==> src/rtl/tdm_pkg.sv <==
// Shared definitions for the 4-slot time-multiplexed link (transmit and receive sides).
package tdm_pkg;

  // Number of time slots per frame and the symbol width carried in each slot.
  localparam int SLOTS  = 4;
  localparam int SLOT_W = 2;

  // Receiver framing state: UNLOCKED until a start-of-frame is seen, then S0..S3
  // name the slot the next valid beat will fill.
  typedef enum logic [2:0] {
    UNLOCKED,
    S0,
    S1,
    S2,
    S3
  } state_t;

endpackage

==> src/rtl/tdm_demux.sv <==
// Receive-side demultiplexer: aligns to the start-of-frame marker, collects four
// slots into staging registers and publishes all four channels together with a
// one-cycle valid pulse.
module tdm_demux
  import tdm_pkg::*;
#(
  parameter int W           = 2,
  parameter bit BIT_SWAP    = 1'b1,
  parameter bit REQUIRE_SOF = 1'b1
) (
  input  logic         clk,
  input  logic         rst,
  input  logic [W-1:0] din,
  input  logic         din_valid,
  input  logic         din_sof,
  output logic [W-1:0] y0,
  output logic [W-1:0] y1,
  output logic [W-1:0] y2,
  output logic [W-1:0] y3,
  output logic         y_valid,
  output logic [1:0]   slot,
  output logic         locked,
  output logic         sync_err
);

  state_t       state, state_nxt;
  logic [W-1:0] din_rev, s;
  logic [W-1:0] stage0, stage1, stage2;
  logic [2:0]   stage_we;
  logic         out_we;
  logic         err;

  // Symbol mapping: optionally reverse the bit order to undo the transmitter's lane swap.
  always_comb begin
    din_rev = '0;
    for (int i = 0; i < W; i++) din_rev[i] = din[W-1-i];
    s = BIT_SWAP ? din_rev : din;
  end

  // Next-state decode plus the load strobes for staging and output registers.
  always_comb begin
    // NOTE: every signal gets a default first so no path leaves one unassigned (no latch).
    state_nxt = state;
    stage_we  = '0;
    out_we    = 1'b0;
    err       = 1'b0;
    if (din_valid) begin
      unique case (state)
        UNLOCKED: begin
          if (din_sof) begin
            stage_we[0] = 1'b1;
            state_nxt   = S1;
          end
        end
        S0: begin
          if (din_sof || !REQUIRE_SOF) begin
            stage_we[0] = 1'b1;
            state_nxt   = S1;
          end else begin
            err       = 1'b1;
            state_nxt = UNLOCKED;
          end
        end
        S1, S2, S3: begin
          if (din_sof) begin
            // Marker arrived mid-frame: drop the partial frame and restart on this beat.
            err         = 1'b1;
            stage_we[0] = 1'b1;
            state_nxt   = S1;
          end else if (state == S1) begin
            stage_we[1] = 1'b1;
            state_nxt   = S2;
          end else if (state == S2) begin
            stage_we[2] = 1'b1;
            state_nxt   = S3;
          end else begin
            out_we    = 1'b1;
            state_nxt = S0;
          end
        end
        default: state_nxt = UNLOCKED;
      endcase
    end
  end

  // State register.
  always_ff @(posedge clk) begin
    // NOTE: sequential state uses non-blocking assignments so all registers update together.
    if (rst) state <= UNLOCKED;
    else     state <= state_nxt;
  end

  // Staging and output registers; slot 3 goes straight from the link into y3.
  always_ff @(posedge clk) begin
    if (rst) begin
      // NOTE: staging is cleared on reset even though it is always rewritten before use,
      // so a freshly reset receiver has fully defined internal state.
      stage0   <= '0;
      stage1   <= '0;
      stage2   <= '0;
      y0       <= '0;
      y1       <= '0;
      y2       <= '0;
      y3       <= '0;
      y_valid  <= 1'b0;
      sync_err <= 1'b0;
    end else begin
      y_valid  <= out_we;
      sync_err <= err;
      if (stage_we[0]) stage0 <= s;
      if (stage_we[1]) stage1 <= s;
      if (stage_we[2]) stage2 <= s;
      if (out_we) begin
        y0 <= stage0;
        y1 <= stage1;
        y2 <= stage2;
        y3 <= s;
      end
    end
  end

  // Status decode straight from the registered state.
  always_comb begin
    locked = (state != UNLOCKED);
    unique case (state)
      S1:      slot = 2'd1;
      S2:      slot = 2'd2;
      S3:      slot = 2'd3;
      default: slot = 2'd0;
    endcase
  end

endmodule

==> config.mk <==
export PLATFORM = sky130hd
export DESIGN_NAME = tdm_demux
export DESIGN_NICKNAME = d
export VERILOG_FILES = /design/src/rtl/tdm_pkg.sv /design/src/rtl/tdm_demux.sv
export SDC_FILE = /design/constraint.sdc
export NUM_CORES = 1
export LEC_CHECK = 0
export ABC_AREA = 1
export BUFFER_PORTS_ARGS = -buffer_cell sky130_fd_sc_hd__buf_4
export CAP_MARGIN = 20
export CORE_MARGIN = 3
export CORE_UTILIZATION = 47
export CTS_CLUSTER_DIAMETER = 30
export DETAILED_ROUTE_END_ITERATION = 10
export PLACE_DENSITY = 0.82
export RECOVER_POWER = 25
export SLEW_MARGIN = 15
export SYNTH_ARGS = -nofsm -noshare
export SYNTH_HDL_FRONTEND = slang
export SYNTH_SLANG_ARGS = --single-unit
==> constraint.sdc <==
create_clock -name clk -period 1.8 [get_ports clk]
set_clock_uncertainty 0.2 [all_clocks]
set_input_delay 0.09 -clock clk [delete_from_list [all_inputs] [get_ports clk]]
set_output_delay 0.09 -clock clk [all_outputs]
set_load 0.05 [all_outputs]
==> results by group <==
Outcome
  – Outcome: finished, final reports clean

Clocking
  – Clock root buffer: clkbuf_4
  – CTS tree: built
  – Clock Sinks: 19
  – CTS HTree Levels: 1
  – Clk pin slew, worst setup/hold paths: roughly 0.10 ns
  – Postcts setup bufs: 0
  – Max clock buf depth: 2
  – Num CTS Buffers: 3
  – Clock Latency Late Sink: 0.30 ns

Min path
  – Worst Hold Launch: stage0[0]$_SDFFE_PP0P_
  – Hold/Removal Path Class: flop to flop

Synth
  – Largest family of logic cells by synthesized area: simple AND/OR/NAND/NOR gates
  – Syn_nets: approximately 120
  – Post-synthesis adder-cell area fraction: 0%
  – Syn Area/Cell: 7.270 µm²
  – Synth Area in Compound Gates: 14.57%
  – Yosys warns: 0
  – Simple-gate area share of the yosys netlist: between 30% and 40%
  – Yosys cell types: 14
  – Seq/Total Area, Yosys: a little under half
  – Post-Synthesis Cells: about 110
  – Post-Synth XOR/XNOR Area: 0%
  – Multiplexer share of the synthesized area: 0%
  – Area leader, netlist: dfxtp_1
  – Area of the mapped netlist: between 800 and 900 µm²
  – Synth top area share: 47.13%
  – Largest cells by area after synthesis: dfxtp_1 (47%), nor2_1 (12%), nand2_1 (7.9%), o21ai_0 (7.4%), inv_1 (6.0%)
  – Synth Register Bits: 19

Floorplan
  – Num ports: 19
  – Core footprint: between 0.0015 and 0.002 mm²
  – Die area: 0.002250 mm²
  – Die height: about 47 µm
  – Initial core utilization: between 50% and 60%
  – # rows: 14
  – Die X: 47.44 µm

Layout
  – Post-route insts no fill: ~150
  – Commonest non-fill, non-tap cells in the layout: nor2_1 (26), dfxtp_1 (19), nand2_1 (17), inv_1 (13), o21ai_0 (12)
  – Final nets: between 100 and 150
  – Synthesis-to-finish area growth: 23.10%
  – Finished Core Util: 63.72%
  – Leading cell type in the layout, fill and taps excluded: nor2_1
  – Layout cell share with drive strength beyond 1: between 10% and 20%
  – N_diodes: 0

Worst setup path
  – Setup crit start: state[2]$_SDFFE_PP0P_
  – WS Path Type: flop to output port
  – Worst EP required: 1.51 ns
  – Worst Setup End Kind: output port
  – Crit Reg-Reg Startpoint: state[1]$_SDFFE_PP0P_
  – Max FO, Critical Path: 6
  – Startpoint types: flop
  – Critical path arrival: between 1 and 1.5 ns

Timing
  – Setup_tns: 0 ns
  – Crit path time final: 1.620 ns
  – Setup violations, final: 0
  – Fin Hold WS: 0.2777 ns
  – Final slew viol count: 0
  – Worst Slack Setup Final: 0.1796 ns
  – Actual slew at the worst max-slew pin: about 0.60 ns
  – RSZ-0062 raised after global routing: no
  – Final hold vios: 0
  – Worst slew margin: approximately 60%
  – Max Fclk: a little over 0.6 GHz
  – Period utilization: 90.02%

Global routing
  – Total grt overflow: 0
  – Vias in the first global route: approximately 680
  – Gr usage total: a little under a fifth
  – Pin count of the biggest net entering global routing: 16
  – Initial antenna violation count: 0
  – First-pass GRT wire length: around 2900 µm

Drt
  – 1st-iter DRT viols: 10
  – Vias per inst: approximately 5
  – WL/cell: approximately 12 µm
  – Final Routed Wirelength: approximately 1800 µm
  – Antenna Violating Nets Remaining: 0
  – First-pass iteration count of the detailed router: 4
  – Residual DRC count: 0
  – Vias: between 700 and 800

Place
  – Cell count after placement: 143
  – Dpl hpwl: 1227 µm
  – Number of port buffers: 18
  – Setup slack at placement: approximately 0.33 ns
  – Gpl congestion: just under 0.8

Pwr
  – Static leakage: ~0.48 nW
  – Pwr dens: 749.9 mW/mm²
  – Peak supply drop: between 0.6 and 0.7 mV

Flow run
  – Max-cap violation count: 0
state kept, by name, summed over array words and instances, names as in the netlist:
name and count:
y2 2, stage1 2, state 3, y1 2, stage0 2, y3 2
y0 2, y_valid 1, sync_err 1, stage2 2
power by group:
group / switching [mW] / internal (mW) / leakage, nW
combinational: 0.0613 / 0.0353 / 0.306
clock: 0.131 / 0.0829 / 0.0177
sequential: 0.00646 / 0.428 / 0.154
total: 0.199 / 0.546 / 0.478
cell usage after synthesis (all sizes together):
cell,count
buf,2
nor2,30
dfxtp,19
nand3,6
o21ai,14
a21oi,8
inv,13
nand2,19
worst max-delay path, cell delays in order (launching register included):
cell and delay, ns:
dfxtp_1 0.46, inv_1 0.15, nand3_1 0.13, nand2_1 0.09
buf_4 0.19
worst paths after layout:
path,end,slack [ns],depth (start not counted)
max,slot[1],0.18,4
min,y0[0]$_SDFFE_PP0P_,0.28,2
min reg2reg,y0[0]$_SDFFE_PP0P_,0.28,2
max reg2reg,y2[1]$_SDFFE_PP0P_,0.29,6
metal layers:
| layer | share of wire [%] | GRT usage (%) | wire length, µm |
|---|---|---|---|
| met5 | 0 | 0 | 0 |
| met3 | 4.0 | 4.511 | 70 |
| met2 | 49 | 29.95 | 866 |
| met1 | 45 | 24.14 | 800 |
| met4 | 1.3 | 8.287 | 23 |
stage by stage:
stage | instance area [µm²] | power, mW
2_1_floorplan | 807.0 | 0.5019
3_3_place_gp | 945.9 | 0.5293
3_5_place_dp | 945.9 | 0.5313
4_1_cts | 1023 | 0.7482
5_1_grt | 993.5 | 0.7823
6_report | 993.5 | 0.7450
repair_timing:
item | in CTS | in global routing
gates resized for setup | 0 | 0
hold endpoints to repair | 13 | 0
hold buffers | 5 | 0
layout make-up:
class                           instances  area (µm²)
Clock buffer                            3       22.52
Tap cell                               16       20.02
Fill cell                             148       565.5
Clock inverter                          1       5.005
Sequential cell                        19       380.4
Inverter                               13       48.80
Multi-Input combinational cell         77       361.6
Timing Repair Buffer                   23       155.1
logic make-up after synthesis:
family          count (synthesis)
buf+inv                        15
simple gates                   55
flops                          19
compound gates                 22
Power figures use the tool's default switching activity.
